--- src/rtl/square_motion_if.sv ---
// Bus between the VGA animated-square motion controller and its environment:
// raw push buttons and pixel counters in, square position and status out.
interface square_motion_if;
  logic [3:0] push;        // raw buttons: [0] right, [1] left, [2] down, [3] up
  logic [9:0] pixel_x;     // current pixel column from the sync generator
  logic [9:0] pixel_y;     // current pixel row from the sync generator
  logic [9:0] square_x;    // square left edge
  logic [9:0] square_y;    // square top edge
  logic       frame_tick;  // one-cycle pulse per frame
  logic       moving;      // one-cycle pulse when the position changes
  logic [1:0] dir;         // latched direction (0 R, 1 L, 2 D, 3 U)

  // Environment side: drives buttons and pixel counters.
  modport master (
    output push, pixel_x, pixel_y,
    input  square_x, square_y, frame_tick, moving, dir
  );

  // Controller side.
  modport slave (
    input  push, pixel_x, pixel_y,
    output square_x, square_y, frame_tick, moving, dir
  );
endinterface

--- src/rtl/square_motion_ctrl.sv ---
// Motion controller for the VGA animated square.
// Debounces the four push buttons, derives one tick per frame from the pixel
// counters (during vertical blank), arbitrates direction and steps the
// square's top-left position with single-step / auto-repeat behaviour.
// Optional feature: define AUTO_BOUNCE_EN to add an idle auto-bounce mode.
module square_motion_ctrl #(
  parameter int MAX_X        = 640,
  parameter int MAX_Y        = 480,
  parameter int SQUARE_SIZE  = 40,
  parameter int SQUARE_VEL   = 5,
  parameter int INIT_X       = 320,
  parameter int INIT_Y       = 240,
  parameter int TICK_Y       = 481,
  parameter int DEB_CYCLES   = 250000,
  parameter int REPEAT_DELAY = 15,
  parameter int IDLE_FRAMES  = 300
) (
  input  logic            clk,
  input  logic            rst,   // asynchronous, active-low
  square_motion_if.slave  bus
);

  localparam int DEB_W  = $clog2(DEB_CYCLES + 1);
  localparam int REP_W  = $clog2(REPEAT_DELAY + 1);

  // Reject parameter sets the step arithmetic cannot handle.
  if (DEB_CYCLES < 1 || REPEAT_DELAY < 1 || IDLE_FRAMES < 1 ||
      SQUARE_SIZE + SQUARE_VEL > MAX_X || SQUARE_SIZE + SQUARE_VEL > MAX_Y ||
      MAX_X > 1023 || MAX_Y > 1023) begin : g_bad_params
    $error("square_motion_ctrl: unsupported parameter set");
  end

  typedef enum logic [1:0] {
    S_IDLE   = 2'd0,
    S_WAIT   = 2'd1,
    S_REPEAT = 2'd2
`ifdef AUTO_BOUNCE_EN
    , S_BOUNCE = 2'd3
`endif
  } state_e;

  // Position one step towards the far edge, clamped so the square stays inside.
  // The sum is formed in 11 bits so it cannot wrap.
  function automatic logic [9:0] inc_clamp(input logic [9:0] p, input int lim);
    logic [10:0] reach;
    reach = {1'b0, p} + 11'(SQUARE_SIZE + SQUARE_VEL);
    if (reach <= 11'(lim)) inc_clamp = p + 10'(SQUARE_VEL);
    else                   inc_clamp = 10'(lim - SQUARE_SIZE);
  endfunction

  // Position one step towards zero, clamped at zero.
  function automatic logic [9:0] dec_clamp(input logic [9:0] p);
    if (p >= 10'(SQUARE_VEL)) dec_clamp = p - 10'(SQUARE_VEL);
    else                      dec_clamp = '0;
  endfunction

  // ---------------------------------------------------------------------------
  // Frame tick
  // ---------------------------------------------------------------------------
  logic match_q, match_dly_q;
  logic frame_tick;

  // Register the tick-line match and its delayed copy for edge detection.
  // NOTE: state is updated with non-blocking (<=) assignments so every flop
  // samples pre-edge values; blocking here would collapse the two stages.
  always_ff @(posedge clk or negedge rst) begin
    if (!rst) begin
      match_q     <= 1'b0;
      match_dly_q <= 1'b0;
    end else begin
      match_q     <= (bus.pixel_y == 10'(TICK_Y)) && (bus.pixel_x == 10'd0);
      match_dly_q <= match_q;
    end
  end

  assign frame_tick = match_q & ~match_dly_q;

  // ---------------------------------------------------------------------------
  // Button synchronisers and debouncers
  // ---------------------------------------------------------------------------
  logic [3:0]       sync1_q, sync2_q, db_q;
  logic [DEB_W-1:0] deb_cnt_q [4];

  // Two-flop synchroniser, then flip db only after DEB_CYCLES disagreeing cycles.
  always_ff @(posedge clk or negedge rst) begin
    if (!rst) begin
      sync1_q <= '0;
      sync2_q <= '0;
      db_q    <= '0;
      for (int i = 0; i < 4; i++) deb_cnt_q[i] <= '0;
    end else begin
      sync1_q <= bus.push;
      sync2_q <= sync1_q;
      for (int i = 0; i < 4; i++) begin
        if (sync2_q[i] != db_q[i]) begin
          if (deb_cnt_q[i] == DEB_W'(DEB_CYCLES - 1)) begin
            db_q[i]      <= ~db_q[i];
            deb_cnt_q[i] <= '0;
          end else begin
            deb_cnt_q[i] <= deb_cnt_q[i] + 1'b1;
          end
        end else begin
          deb_cnt_q[i] <= '0;
        end
      end
    end
  end

  // ---------------------------------------------------------------------------
  // Movement FSM and position registers
  // ---------------------------------------------------------------------------
  state_e           state_q, state_d;
  logic [1:0]       dir_q, dir_d;
  logic [REP_W-1:0] cnt_q, cnt_d;
  logic [9:0]       x_q, x_d, y_q, y_d;
  logic             moving_q, moving_d;
  logic [1:0]       win;
  logic             step_en;
  logic [1:0]       step_dir;
`ifdef AUTO_BOUNCE_EN
  localparam int IDLE_W = $clog2(IDLE_FRAMES + 1);
  logic [IDLE_W-1:0] idle_q, idle_d;
  logic              fx_q, fx_d, fy_q, fy_d;  // 1 = moving towards +x / +y
`endif

  // State, direction, repeat counter and position registers.
  always_ff @(posedge clk or negedge rst) begin
    if (!rst) begin
      state_q  <= S_IDLE;
      dir_q    <= 2'd0;
      cnt_q    <= '0;
      x_q      <= 10'(INIT_X);
      y_q      <= 10'(INIT_Y);
      moving_q <= 1'b0;
`ifdef AUTO_BOUNCE_EN
      idle_q   <= '0;
      fx_q     <= 1'b1;
      fy_q     <= 1'b1;
`endif
    end else begin
      state_q  <= state_d;
      dir_q    <= dir_d;
      cnt_q    <= cnt_d;
      x_q      <= x_d;
      y_q      <= y_d;
      moving_q <= moving_d;
`ifdef AUTO_BOUNCE_EN
      idle_q   <= idle_d;
      fx_q     <= fx_d;
      fy_q     <= fy_d;
`endif
    end
  end

  // Next-state, arbitration and step arithmetic.
  always_comb begin
    // NOTE: every variable gets a default before any branch so no path
    // leaves it unassigned and no latch is inferred.
    state_d  = state_q;
    dir_d    = dir_q;
    cnt_d    = cnt_q;
    x_d      = x_q;
    y_d      = y_q;
    step_en  = 1'b0;
    step_dir = dir_q;
`ifdef AUTO_BOUNCE_EN
    idle_d   = idle_q;
    fx_d     = fx_q;
    fy_d     = fy_q;
`endif

    // Fixed priority: right > left > down > up.
    if (db_q[0])      win = 2'd0;
    else if (db_q[1]) win = 2'd1;
    else if (db_q[2]) win = 2'd2;
    else              win = 2'd3;

    case (state_q)
      S_IDLE: begin
        if (frame_tick && |db_q) begin
          step_en  = 1'b1;
          step_dir = win;
          dir_d    = win;
          cnt_d    = '0;
          state_d  = S_WAIT;
        end
`ifdef AUTO_BOUNCE_EN
        else if (frame_tick && !(|db_q)) begin
          if (idle_q == IDLE_W'(IDLE_FRAMES - 1)) begin
            idle_d  = '0;
            state_d = S_BOUNCE;
          end else begin
            idle_d = idle_q + 1'b1;
          end
        end
`endif
      end
      S_WAIT: begin
        if (frame_tick) begin
          if (!db_q[dir_q])                          state_d = S_IDLE;
          else if (cnt_q == REP_W'(REPEAT_DELAY - 1)) state_d = S_REPEAT;
          else                                       cnt_d = cnt_q + 1'b1;
        end
      end
      S_REPEAT: begin
        if (frame_tick) begin
          if (db_q[dir_q]) step_en = 1'b1;
          else             state_d = S_IDLE;
        end
      end
`ifdef AUTO_BOUNCE_EN
      S_BOUNCE: begin
        if (|db_q) begin
          state_d = S_IDLE;
        end else if (frame_tick) begin
          if (fx_q) begin
            x_d = inc_clamp(x_q, MAX_X);
            if (x_d == 10'(MAX_X - SQUARE_SIZE)) fx_d = 1'b0;
          end else begin
            x_d = dec_clamp(x_q);
            if (x_d == 10'd0) fx_d = 1'b1;
          end
          if (fy_q) begin
            y_d = inc_clamp(y_q, MAX_Y);
            if (y_d == 10'(MAX_Y - SQUARE_SIZE)) fy_d = 1'b0;
          end else begin
            y_d = dec_clamp(y_q);
            if (y_d == 10'd0) fy_d = 1'b1;
          end
        end
      end
`endif
      default: state_d = S_IDLE;
    endcase

`ifdef AUTO_BOUNCE_EN
    if (|db_q) idle_d = '0;
`endif

    if (step_en) begin
      case (step_dir)
        2'd0:    x_d = inc_clamp(x_q, MAX_X);
        2'd1:    x_d = dec_clamp(x_q);
        2'd2:    y_d = inc_clamp(y_q, MAX_Y);
        default: y_d = dec_clamp(y_q);
      endcase
    end

    // A clamped step that leaves the position unchanged does not pulse.
    moving_d = (x_d != x_q) || (y_d != y_q);
  end

  assign bus.square_x   = x_q;
  assign bus.square_y   = y_q;
  assign bus.frame_tick = frame_tick;
  assign bus.moving     = moving_q;
  assign bus.dir        = dir_q;

endmodule

--- src/flat_wrapper.sv ---
// flat-port wrapper written by rule: the top's interface ports become plain ports
module square_motion_ctrl_flat 
#(
  parameter int MAX_X        = 640,
  parameter int MAX_Y        = 480,
  parameter int SQUARE_SIZE  = 40,
  parameter int SQUARE_VEL   = 5,
  parameter int INIT_X       = 320,
  parameter int INIT_Y       = 240,
  parameter int TICK_Y       = 481,
  parameter int DEB_CYCLES   = 250000,
  parameter int REPEAT_DELAY = 15,
  parameter int IDLE_FRAMES  = 300
)
  (clk, rst, bus_push, bus_pixel_x, bus_pixel_y, bus_square_x, bus_square_y, bus_frame_tick, bus_moving, bus_dir);
  square_motion_if bus_i ();
  input  logic clk;
  input  logic rst;
  input wire logic [$bits(bus_i.push)-1:0] bus_push;
  input wire logic [$bits(bus_i.pixel_x)-1:0] bus_pixel_x;
  input wire logic [$bits(bus_i.pixel_y)-1:0] bus_pixel_y;
  output wire logic [$bits(bus_i.square_x)-1:0] bus_square_x;
  output wire logic [$bits(bus_i.square_y)-1:0] bus_square_y;
  output wire logic [$bits(bus_i.frame_tick)-1:0] bus_frame_tick;
  output wire logic [$bits(bus_i.moving)-1:0] bus_moving;
  output wire logic [$bits(bus_i.dir)-1:0] bus_dir;
  assign bus_i.push = bus_push;
  assign bus_i.pixel_x = bus_pixel_x;
  assign bus_i.pixel_y = bus_pixel_y;
  assign bus_square_x = bus_i.square_x;
  assign bus_square_y = bus_i.square_y;
  assign bus_frame_tick = bus_i.frame_tick;
  assign bus_moving = bus_i.moving;
  assign bus_dir = bus_i.dir;
  square_motion_ctrl #(.MAX_X(MAX_X), .MAX_Y(MAX_Y), .SQUARE_SIZE(SQUARE_SIZE), .SQUARE_VEL(SQUARE_VEL), .INIT_X(INIT_X), .INIT_Y(INIT_Y), .TICK_Y(TICK_Y), .DEB_CYCLES(DEB_CYCLES), .REPEAT_DELAY(REPEAT_DELAY), .IDLE_FRAMES(IDLE_FRAMES)) u_core (.clk(clk), .rst(rst), .bus(bus_i));
endmodule
--- config.mk ---
export PLATFORM = sky130hd
export DESIGN_NAME = square_motion_ctrl_flat
export DESIGN_NICKNAME = d
export VERILOG_FILES = /design/src/rtl/square_motion_if.sv /design/src/rtl/square_motion_ctrl.sv /design/src/flat_wrapper.sv
export SDC_FILE = /design/constraint.sdc
export NUM_CORES = 1
export LEC_CHECK = 0
export BUFFER_PORTS_ARGS = -buffer_cell sky130_fd_sc_hd__buf_2
export CAP_MARGIN = 20
export CORE_MARGIN = 5
export CORE_UTILIZATION = 65
export DETAILED_ROUTE_END_ITERATION = 8
export GPL_ROUTABILITY_DRIVEN = 0
export PLACE_DENSITY = 0.85
export SLEW_MARGIN = 40
export SYNTH_ARGS = -nofsm -noshare
export SYNTH_HDL_FRONTEND = slang
export SYNTH_SLANG_ARGS = --single-unit
--- constraint.sdc ---
create_clock -name clk -period 4.2 [get_ports clk]
set_clock_uncertainty 0.1 [all_clocks]
set_input_delay 0.84 -clock clk [delete_from_list [all_inputs] [get_ports clk]]
set_output_delay 0.84 -clock clk [all_outputs]
set_load 0.01 [all_outputs]
# ---- Word level (Yosys, flattened, before mapping)
# Index checks and enable logic that the tools add are counted.
dict set report totals {
  in_bits 26
  ff_bits 115
}
dict set report op_classes {
  n_lt_le_gt_ge 5
  eq_ne 23
  add_sub_neg 11
  n_mux 39
  reduce_logical 15
  bitwise_logic 6
}
# cell count
set op_table {}
lappend op_table {{18-bit two-way mux} 8}
lappend op_table {{18-bit by 1-bit adder with 18-bit output (second input constant)} 4}
lappend op_table {{18-bit equality test (second input constant)} 4}
lappend op_table {{10-bit two-way mux} 6}
lappend op_table {{10-bit case mux with 2 select lines} 2}
lappend op_table {{10-bit by 6-bit adder with 11-bit output (second input constant)} 2}
lappend op_table {{10-bit by 3-bit adder with 10-bit output (second input constant)} 2}
lappend op_table {{10-bit by 3-bit greater-or-equal comparator with 1-bit output (second input constant)} 2}
lappend op_table {{2-bit two-way mux} 10}
lappend op_table {{10-bit inequality test} 2}
lappend op_table {{10-bit by 3-bit subtractor with 10-bit output (second input constant)} 2}
lappend op_table {{4-bit two-way mux} 4}
lappend op_table {{11-bit by 10-bit <= comparator with 1-bit output (second input constant)} 1}
lappend op_table {{11-bit by 9-bit <= comparator with 1-bit output (second input constant)} 1}
lappend op_table {{10-bit by 9-bit equality test with 1-bit output (second input constant)} 1}
lappend op_table {{10-bit logical NOT} 1}
lappend op_table {{5-bit AND reduction} 2}
lappend op_table {{2-bit by 1-bit inequality test with 1-bit output (second input constant)} 4}
lappend op_table {{4-bit case mux with 2 select lines} 1}
lappend op_table {{2-bit AND reduction} 4}
lappend op_table {{2-bit case mux with 3 select lines} 1}
lappend op_table {{1-bit two-way mux} 5}
lappend op_table {{1-bit inverter} 5}
lappend op_table {{4-bit by 1-bit adder with 4-bit output (second input constant)} 1}
lappend op_table {{16 further kinds} 24}

# ---- Logic depth before layout (Yosys ltp)
# Gate-level depths: netlist (run 1).
dict set report logic_depth {
  word_depth 11
  mapped_depth 12
  ltp_nobuf 11
}

# ---- Worst setup path before layout (run 1)
# No wires, ideal clock.
dict set report synth_path {
  path_kind {register -> register}
  from {register u_core.y_q[0], in the netlist u_core.bus.square_y[0]}
  to {register u_core.moving_q, in the netlist u_core.bus.moving}
  arrival_ps 2437
  setup_time_ps 124
  stages_incl_launch_ff 12
  slack_ps 1539
  period_less_slack_ps 2661
  cell_sequence {dfrtp_1 > ha_1 > inv_1 > maj3_1 > o311ai_0 > nand2_1 > nor2_2 > buf_2 > a21oi_1 > a22oi_1 > o211a_1 > nand3_1}
}
dict set report synth_via {
  elab_chain_len 7
  elab_cells_between_ends 11
}
# item line
set synth_lines {}
lappend synth_lines {{start: declaration} square_motion_ctrl.sv:115} ;# logic [9:0] x_q, x_d, y_q, y_d;
lappend synth_lines {{start signal: assignment} square_motion_ctrl.sv:133} ;# y_q <= 10'(INIT_Y);
lappend synth_lines {{start signal: assignment} square_motion_ctrl.sv:145} ;# y_q <= y_d;
lappend synth_lines {{10-bit by 6-bit adder with 11-bit output} square_motion_ctrl.sv:46} ;# reach = {1'b0, p} + 11'(SQUARE_SIZE + SQUARE_VEL);
lappend synth_lines {{11-bit by 9-bit <= comparator with 1-bit output} square_motion_ctrl.sv:47} ;# if (reach <= 11'(lim)) inc_clamp = p + 10'(SQUARE_VEL);
lappend synth_lines {{10-bit two-way mux} square_motion_ctrl.sv:47}
lappend synth_lines {{10-bit case mux with 2 select lines} square_motion_ctrl.sv:241} ;# case (step_dir)
lappend synth_lines {{10-bit two-way mux} square_motion_ctrl.sv:240} ;# if (step_en) begin
lappend synth_lines {{10-bit inequality test (*)} square_motion_ctrl.sv:250} ;# moving_d = (x_d != x_q) || (y_d != y_q);
lappend synth_lines {{1-bit logical OR (*)} square_motion_ctrl.sv:250}
lappend synth_lines {{net u_core.moving_d} square_motion_ctrl.sv:116} ;# logic moving_q, moving_d;
lappend synth_lines {{end signal: assignment} square_motion_ctrl.sv:146} ;# moving_q <= moving_d;
lappend synth_lines {{end: declaration} square_motion_ctrl.sv:116}
# The timed path passes the listed nets; every way through them passes the cells marked *.
# A chain may end at the register's enable or synchronous reset.

# ---- Final worst setup path (run 1)
# Same ends and word-level chain as after synthesis.

==> reports/qor.yml, run 1 <==
setup_path:
  crit_fanout: 15
  cp_data_required_time_ps: 4500
  startpoint_type: "flip-flop"
  worstSetupPathType: "flip-flop to flip-flop"
  arrival_ps: 3530
  cp-end-kind: "flip-flop"
global_routing:
  grt.overflow.total: 0
  antenna_found_initial: 0
  grt_pass1_wl_um: 29300
  grt_usage_pct: 27.4
  grt_pass1_vias: 6272
  grt_max_degree: 71
synth:
  ys_seq_elements: 115
  synth_warnings: 0
  synth_area_leaders: "dfrtp_1, nor2_1, xor2_1"
  ys_types: 86
  synth_nets: 840
  syn_avg_cell_area_um2: 8.74
  seq_area_frac_synth_pct: 41.2
  synth_flop_cell: "dfrtp_1"
  post_synth_instance_area_mm2: 0.00700
  synth_cells: 801
  synth_top_area_share_pct: 39.0
  async_flop_share_pct: 100
  synth_area_leader_cell: "dfrtp_1"
  synth_edf_count: 0
flow_run:
  max_cap_viol_count: 0
finish:
  design_area_mm2: 0.00784
  layout_common_cells: "nor2_1, dfrtp_1, nand2_1"
  finalNetCount: 872
  diodes: 0
  nFillCells: 689
  areaGrowthSynthToFinish_pct: 12.0
  final_layout_size_suffix_gt1_share_pct: 14.2
  layout_commonest_cell: "nor2_1"
timing:
  worst_slack_ps: 977
  tightest_slew_ps: 805
  setup_tns_ps: 0
  max_freq_mhz: 310
  hold_viol: 0
  relSlewSlack_pct: 45.8
  setup_viol: 0
  post-route-min-period_ps: 3220
  slew_violations: 0
  rsz0062_at_grt: "no"
  period_share_pct: 76.7
cts:
  cts_resized: 0
  cts_tree: "done"
  clk_latency_ps: 520
  cts_sinks: 115
  cts-root-buf: "clkbuf_8"
  path_clk_slew_ps: 60
  cts_buffer_depth: 2
  htreeDepth: 4
  cts_buffers: 17
  cts_setup_buffers: 0
  hold_buffers: 0
detailed_routing:
  ant_nets: 0
  route.vias.total: 6281
  wl_um: 16900
  first_iter_violations: 826
  dr.pass1.iters: 7
  vias_per_cell: 6.40
  wl_per_cell_um: 17.2
  drcViolationCount: 0
die:
  die_area_mm2: 0.0129
  num_io_pins: 50
  placementRows: 37
  initial_core_util_pct: 67.2
  die-height_um: 114
  coreArea_mm2: 0.0104
  dieWidth_um: 114
pwr:
  total_power_w: 0.00256
  cellPowerDensity_mw_per_mm2: 327
  cellLeakagePower_nw: 3.45
  ir_drop_uv: 276
place:
  detailed_place_hpwl_um: 11300
  postPlaceCellArea_mm2: 0.00728
  port_buffers: 49
  dp_worst_setup_slack_ps: 1110
worst_hold_path:
  hp-class: "input port to async pin"
run_status:
  status: "complete, no violations"
worst max-delay path, stage by stage (launching register included):
cell and delay [ps]:
dfrtp_1 550, ha_1 360, inv_1 70, maj3_1 330, o311ai_0 290, nand2_1 230, nor2_2 510, a2111oi_0 260
a21oi_1 170, o211a_1 150, nand3_1 70
report_power, final:
group          internal [W]  leakage [nW]  switching [W]
sequential          0.00112          1.56     0.00000867
combinational     0.0000226          1.62      0.0000442
clock              0.000879         0.273       0.000483
cells in the mapped netlist (5+ instances only):
library cell / count
a21oi_1: 37
a211oi_1: 6
xnor2_1: 37
nand3_1: 44
xor2_1: 42
nor2_1: 133
nand2b_1: 9
o22a_1: 7
o21ai_0: 31
a21o_1: 5
a31oi_1: 11
o21ai_1: 9
nor4_1: 9
nor4b_1: 6
nand2_1: 59
buf_2: 7
nor3_1: 22
a22oi_1: 6
dfrtp_1: 109
inv_1: 25
clkbuf_1: 25
or2_2: 10
and3_1: 15
ha_1: 13
dfstp_2: 6
nand4_1: 9
and4_1: 5
state kept, by name, summed over array words and instances (netlist names):
signal and cells:
u_core.cnt_q 4, u_core.deb_cnt_q 72, u_core.match_q 1, u_core.sync2_q 4, u_core.db_q 4, u_core.bus.dir 2, u_core.match_dly_q 1, u_core.bus.square_y 10
u_core.sync1_q 4, u_core.bus.moving 1, u_core.state_q 2, u_core.bus.square_x 10
final cells by class:
type	instances	area, µm²	area share [%]
Multi-Input combinational cell	621	3840	49.0
Sequential cell	115	2890	36.8
Clock buffer	29	519	6.62
Timing Repair Buffer	51	279	3.56
Tap cell	136	170	2.17
Inverter	27	104	1.32
Clock inverter	3	42.5	0.542
per-layer routing:
layer,wire length (µm),global-route usage [%],part of all wire [%]
met3,1290,6.58,7.6
met1,6990,35.6,41
met5,0,0,0
met4,544,10.2,3.2
met2,8090,44.9,48
logic make-up after synthesis:
group	after synthesis	synth area share [%]
muxes	8	1.57
xor gates and xnor gates	79	9.88
and+or+nand+nor	356	25.2
DFF	115	41.2
adders and majority gates	14	2.47
buffers and inverters	65	3.97
AOI/OAI and AO/OA	164	15.7
worst paths after layout:
path                                        start                     end  slack, ps  depth (start not counted)
setup / recovery           u_core.bus.square_y[0]       u_core.bus.moving        980                         10
hold / removal                                rst  u_core.bus.square_y[1]        230                          1
setup reg to reg           u_core.bus.square_y[0]       u_core.bus.moving        980                         10
hold reg to reg                 u_core.sync1_q[0]       u_core.sync2_q[0]        260                          0
max in group asynchronous                     rst  u_core.bus.square_y[5]       3030                          2
min in group clk                u_core.sync1_q[0]       u_core.sync2_q[0]        260                          0
metrics by stage:
step / hold WS, ps / cells / util [%]
final: 230 / 982 / 75.3
after global routing: 265 / 982 / 75.3
after CTS: 247 / 982 / 75.3
after detailed placement: 247 / 950 / 69.9
after global placement: 234 / 950 / 69.8
after floorplan: 231 / 801 / -
Note: power is estimated with default switching activity, not from simulation.
==> run 2: changes to the inputs <==
CORE_UTILIZATION = 61   (was 65)
PLACE_DENSITY = 0.8   (was 0.85)
clock period = 3.25 ns   (was 4.2 ns; I/O delays follow)
==> run 2 against run 1 <==
Compared with the run above: fmax is 6.2% higher; clock power is 28% higher; critical path depth stayed put; via count is 0.45% lower; highest routed layer unchanged; combinational power is 30% higher; global-route usage is 1.5 points lower; total power is 28% higher; largest power group unchanged; hold slack worse by 100 ps; critical endpoint unchanged; cell count is 1.9% higher; sequential power is 29% higher.
==> reports/qor.yml, run 2 (synthesis results as in run 1) <==
finish:
  areaGrowthSynthToFinish_pct: 13.2  # was 12.0%
  design_area_mm2: 0.00793  # was 0.00784 mm²
  largest_register: "u_core.deb_cnt_q"  # unchanged
  finalNetCount: 884  # was 872
  utilization_pct: 70.0  # was 75.3%
  final-instance-count-excl-fill: 1001  # was 982
  diodes: 0  # unchanged
  final_layout_size_suffix_gt1_share_pct: 15.9  # was 14.2%
  layout_commonest_cell: "nor2_1"  # unchanged
  largest_reg_flops: 72  # unchanged
  nFillCells: 860  # was 689
  layout_common_cells: "nor2_1, dfrtp_1, nand2_1"  # unchanged
detailed_routing:
  drcViolationCount: 0  # unchanged
  wl_per_cell_um: 16.5  # was 17.2 µm
  first_iter_violations: 604  # was 826
  ant_nets: 0  # unchanged
  dr.pass1.iters: 5  # was 7
  wl_um: 16500  # was 16900 µm
  route.vias.total: 6253  # was 6281
  vias_per_cell: 6.25  # was 6.40
global_routing:
  grt_max_degree: 71  # unchanged
  grt_usage_pct: 25.9  # was 27.4%
  antenna_found_initial: 0  # unchanged
  grt.overflow.total: 0  # unchanged
  grt_pass1_wl_um: 28300  # was 29300 µm
  grt_pass1_vias: 6085  # was 6272
pwr:
  switching_power_w: 0.000736  # was 0.000536 W
  pwr-share-clk_pct: 52.9  # was 53.2%
  combPwrFrac_pct: 2.6  # about the same
  p_int_w: 0.00255  # was 0.00202 W
  ir_drop_uv: 419  # was 276 µV
  swShare_pct: 22.4  # was 20.9%
  cellLeakagePower_nw: 3.50  # was 3.45 nW
  seqPwrFrac_pct: 44.4  # was 44.2%
  cellPowerDensity_mw_per_mm2: 415  # was 327 mW/mm²
place:
  dp_worst_setup_slack_ps: 248  # was 1110 ps
  port_buffers: 49  # unchanged
  postPlaceCellArea_mm2: 0.00737  # was 0.00728 mm²
  dp.cells: 969  # was 950
  detailed_place_hpwl_um: 11700  # was 11300 µm
setup_path:
  cp-end-kind: "flip-flop"  # unchanged
  worstSetupPathType: "flip-flop to flip-flop"  # unchanged
  startpoint_type: "flip-flop"  # unchanged
  r2r_start: "u_core.state_q[0]"  # was u_core.bus.square_y[0]
  crit_fanout: 11  # was 15
  arrival_ps: 3290  # was 3530 ps
  cp_data_required_time_ps: 3500  # was 4500 ps
  startpoint: "u_core.state_q[0]"  # was u_core.bus.square_y[0]
run_status:
  status: "complete, no violations"  # unchanged
die:
  placementRows: 39  # was 37
  die_area_mm2: 0.0137  # was 0.0129 mm²
  dieWidth_um: 117  # was 114 µm
  die-height_um: 117  # was 114 µm
  coreArea_mm2: 0.0113  # was 0.0104 mm²
  initial_core_util_pct: 61.8  # was 67.2%
  num_io_pins: 50  # unchanged
worst_hold_path:
  hp-class: "input port to async pin"  # unchanged
cts:
  path_clk_slew_ps: 60  # about the same
  htreeDepth: 4  # unchanged
  cts_sinks: 115  # unchanged
  cts_tree: "done"  # unchanged
  clk_latency_ps: 420  # was 520 ps
  cts_buffers: 17  # unchanged
  hold_buffers: 0  # unchanged
  cts_buffer_depth: 2  # unchanged
  cts-root-buf: "clkbuf_16"  # was clkbuf_8
timing:
  post-route-min-period_ps: 3030  # was 3220 ps
  rsz0062_at_grt: "no"  # unchanged
  period_share_pct: 93.4  # was 76.7%
  setup_viol: 0  # unchanged
  setup_tns_ps: 0  # unchanged
  tightest_slew_ps: 797  # was 805 ps
  worst_slack_ps: 215  # was 977 ps
  max_freq_mhz: 330  # was 310 MHz
  hold_viol: 0  # unchanged
  relSlewSlack_pct: 46.3  # was 45.8%
  slew_violations: 0  # unchanged
flow_run:
  max_cap_viol_count: 0  # unchanged
==> run 2: cell types whose count changed in the layout (fill, tap and decap cells not counted), sizes merged <==
| cell | previous run | this run |
|---|---|---|
| inv | 27 | 31 |
| clkbuf | 29 | 20 |
| buf | 51 | 63 |
| clkinvlp | 1 | 2 |
| clkinv | 1 | 5 |
==> run 2: area by class of cell <==
type / instances / area, µm² / share of cell area (%)
multi-input cells: 621 / 3840 / 48.4
flip-flops and latches: 115 / 2890 / 36.4
clock buffers: 20 / 447 / 5.64
repair buffers: 63 / 365 / 4.61
well taps: 143 / 179 / 2.26
clock inverters: 12 / 105 / 1.33
inverters: 27 / 104 / 1.31
==> run 2: layer usage <==
| layer | track usage (%) | routed length (µm) | vias to the layer above |
|---|---|---|---|
| li1 | - | - | 2920 |
| met1 | 33.8 | 6820 | 2991 |
| met2 | 40.2 | 7780 | 282 |
| met3 | 7.30 | 1340 | 60 |
| met4 | 12.0 | 534 | 0 |
| met5 | 0 | 0 | - |
==> run 2: worst paths after layout <==
| check | cells after the start | slack, ps | end |
|---|---|---|---|
| setup / recovery | 10 | 220 | u_core.bus.moving |
| hold / removal | 1 | 130 | u_core.bus.square_y[2] |
| setup reg to reg | 10 | 220 | u_core.bus.moving |
| hold reg to reg | 0 | 250 | u_core.sync2_q[3] |
| max in group asynchronous | 2 | 2140 | u_core.deb_cnt_q[54] |
| min in group clk | 1 | 240 | u_core.sync1_q[2] |
==> run 2: power by group through the flow <==
stage / clock, W / sequential (W) / combinational [W]
floorplan: 0 / 0.00148 / 0.0000349
global placement: 0 / 0.00148 / 0.0000841
detailed placement: 0 / 0.00149 / 0.0000897
CTS: 0.00176 / 0.00146 / 0.0000901
global route: 0.00184 / 0.00146 / 0.000101
finish: 0.00174 / 0.00146 / 0.0000868
==> run 2: repair_timing <==
item / in CTS / in global routing
hold endpoints to repair: 0 / 0
setup buffers: 0 / 0
resized for setup: 0 / 1
setup endpoints to repair: 0 / 1
==> run 2: metrics by stage <==
| step | power (W) | hold slack (ps) |
|---|---|---|
| after floorplan | 0.00152 | 231 |
| after global routing | 0.00340 | 180 |
| final | 0.00329 | 130 |
| after detailed placement | 0.00158 | 241 |
| after CTS | 0.00332 | 147 |
| after global placement | 0.00157 | 233 |
==> run 2: worst max-delay path, cell delays in order, from the launching register on <==
cell and delay (ps):
dfrtp_1 520, or4b_4 630, nor2_4 230, mux2i_4 380, inv_2 80, a21oi_1 260
o21ai_1 100, a211o_1 300, and4_1 140, and4_1 160, nand3_1 70
==> run 3: changes to the inputs <==
CORE_UTILIZATION = 63   (was 61)
CTS_BUF_LIST = sky130_fd_sc_hd__clkbuf_2 sky130_fd_sc_hd__clkbuf_4 sky130_fd_sc_hd__clkbuf_8   (was default)
PLACE_DENSITY = 0.83   (was 0.8)
==> run 3 against run 2 <==
Compared with the run above: sequential power about the same; fmax fell by 0.73%; worst setup slack got worse by 22 ps; sequential share of layout area grew 0.67 points; register-to-register slack worse by 20 ps; non-clock buffer count down 4; utilization increased by 1.4 points; combinational power barely moved; critical endpoint unchanged; largest power group is now registers; highest routed layer unchanged.
==> reports/qor.yml, run 3 (synthesis results as in run 1) <==
pwr:
  combPwrFrac_pct: 2.9  # was 2.6%
  cellPowerDensity_mw_per_mm2: 383  # was 415 mW/mm²
  p_int_w: 0.00230  # was 0.00255 W
  cellLeakagePower_nw: 3.43  # was 3.50 nW
  pwr-share-clk_pct: 48.1  # was 52.9%
  seqPwrFrac_pct: 49.0  # was 44.4%
  switching_power_w: 0.000680  # was 0.000736 W
  swShare_pct: 22.8  # was 22.4%
  ir_drop_uv: 353  # was 419 µV
die:
  initial_core_util_pct: 64.3  # was 61.8%
  dieWidth_um: 115  # was 117 µm
  placementRows: 38  # was 39
  coreArea_mm2: 0.0109  # was 0.0113 mm²
  die-height_um: 115  # was 117 µm
  num_io_pins: 50  # unchanged
  die_area_mm2: 0.0133  # was 0.0137 mm²
setup_path:
  arrival_ps: 3300  # was 3290 ps
  startpoint_type: "flip-flop"  # unchanged
  critPathMaxStageDelay_ps: 570  # was 630 ps
  cp_data_required_time_ps: 3500  # about the same
  worstSetupPathType: "flip-flop to flip-flop"  # unchanged
  cp_num_buf_inv: 1  # unchanged
  cp_slowest_cell: "dfrtp_1"  # was or4b_4
  worst_path_dominant_cell_family: "compound AO/OA/AOI/OAI gates"  # was simple AND/OR/NAND/NOR gates
  path_cells: "ha_1 > inv_1 > maj3_1 > o311ai_0 > nand2_1 > nor2_1 > o221ai_1 > a21oi_1 > o211a_1 > nand3_1"  # was or4b_4 > nor2_4 > mux2i_4 > inv_2 > a21oi_1 > o21ai_1 > a211o_1 > and4_1 > and4_1 > nand3_1
  cp-end-kind: "flip-flop"  # unchanged
  crit_fanout: 10  # was 11
finish:
  finalNetCount: 880  # was 884
  largest_register: "u_core.deb_cnt_q"  # unchanged
  final_layout_size_suffix_gt1_share_pct: 15.9  # about the same
  diodes: 0  # unchanged
  areaGrowthSynthToFinish_pct: 11.1  # was 13.2%
  final-instance-count-excl-fill: 994  # was 1001
  layout_common_cells: "nor2_1, dfrtp_1, nand2_1"  # unchanged
  layout_commonest_cell: "nor2_1"  # unchanged
  multi_input_area_mm2: 0.00385  # was 0.00384 mm²
  sequential_cell_area_mm2: 0.00289  # about the same
  nFillCells: 803  # was 860
  largest_reg_flops: 72  # unchanged
place:
  port_buffers: 49  # unchanged
  dp.cells: 962  # was 969
  detailed_place_hpwl_um: 11700  # about the same
cts:
  cts_buffer_depth: 2  # unchanged
  cts-root-buf: "clkbuf_8"  # was clkbuf_16
  cts_setup_buffers: 0  # unchanged
  cts_sinks: 115  # unchanged
  path_clk_slew_ps: 70  # was 60 ps
  htreeDepth: 4  # unchanged
  cts_buffers: 17  # unchanged
  clk_latency_ps: 460  # was 420 ps
  cts_tree: "done"  # unchanged
detailed_routing:
  first_iter_violations: 717  # was 604
  dr.pass1.iters: 6  # was 5
  drcViolationCount: 0  # unchanged
  ant_nets: 0  # unchanged
  wl_um: 16700  # was 16500 µm
  vias_per_cell: 6.27  # was 6.25
  route.vias.total: 6235  # was 6253
  wl_per_cell_um: 16.8  # was 16.5 µm
timing:
  post-route-min-period_ps: 3060  # was 3030 ps
  tightest_slew_ps: 746  # was 797 ps
  relSlewSlack_pct: 50.3  # was 46.3%
  holdWs_ps: 150  # was 130 ps
  max_freq_mhz: 327  # was 330 MHz
  period_share_pct: 94.1  # was 93.4%
  slew_violations: 0  # unchanged
  setup_viol: 0  # unchanged
  hold_viol: 0  # unchanged
global_routing:
  grt.overflow.total: 0  # unchanged
  antenna_found_initial: 0  # unchanged
  grt_pass1_vias: 6127  # was 6085
  grt_pass1_wl_um: 28300  # about the same
  grt_max_degree: 57  # was 71
  grt_usage_pct: 26.5  # was 25.9%
worst_hold_path:
  hp-class: "input port to async pin"  # unchanged
flow_run:
  max_cap_viol_count: 0  # unchanged
run_status:
  status: "complete, no violations"  # unchanged
run 3: cell count changes in the layout (fill, tap and decap cells not counted), sizes merged:
cell / before / now
clkinv: 5 / 2
bufinv: 1 / 3
buf: 63 / 59
clkbuf: 20 / 21
run 3: power by group through the flow:
| stage | clock network [W] | logic [W] | registers, W |
|---|---|---|---|
| after floorplan | 0 | 0.0000349 | 0.00148 |
| after global placement | 0 | 0.0000847 | 0.00148 |
| after detailed placement | 0 | 0.0000891 | 0.00149 |
| after CTS | 0.00146 | 0.0000897 | 0.00146 |
| after global routing | 0.00152 | 0.000103 | 0.00146 |
| final | 0.00143 | 0.0000870 | 0.00146 |
run 3: final timing paths:
path                                        start                     end  slack [ps]  cells after the start
min in group clk                      bus_push[0]       u_core.sync1_q[0]         200                      1
max reg2reg                u_core.bus.square_y[0]       u_core.bus.moving         190                     10
min reg2reg                     u_core.sync1_q[2]       u_core.sync2_q[2]         250                      0
max                        u_core.bus.square_y[0]       u_core.bus.moving         190                     10
max in group asynchronous                     rst  u_core.bus.square_y[7]        2150                      2
min                                           rst  u_core.bus.square_x[9]         150                      1
run 3: stage by stage:
stage               util (%)  area [µm²]  TNS [ps]  total power, W  setup WS, ps
floorplan                  -        7000         0         0.00152           589
global placement        67.4        7340         0         0.00157           331
detailed placement      67.4        7340         0         0.00158           270
CTS                     71.3        7760         0         0.00300           256
global route            71.4        7780     -13.5         0.00309         -13.5
finish                  71.4        7780         0         0.00298           193
run 3: final cells by class:
class                   count  area share (%)
repair buffers             59            4.31
inverters                  27            1.34
flip-flops and latches    115            37.1
well taps                 140            2.25
clock buffers              21            3.55
clock inverters            11            1.93
multi-input cells         621            49.5
run 3: timing repair:
action	4_1_cts	5_1_grt
endpoints found under the setup margin	0	1
hold buffers	0	0
gates resized for setup	0	4
run 3: per-layer routing:
layer	vias to the layer above	GRT usage (%)	part of all wire, %
li1	2911	-	-
met1	2997	33.2	41
met2	272	43.5	49
met3	55	6.16	7.2
met4	0	12.7	2.9
met5	-	0	0
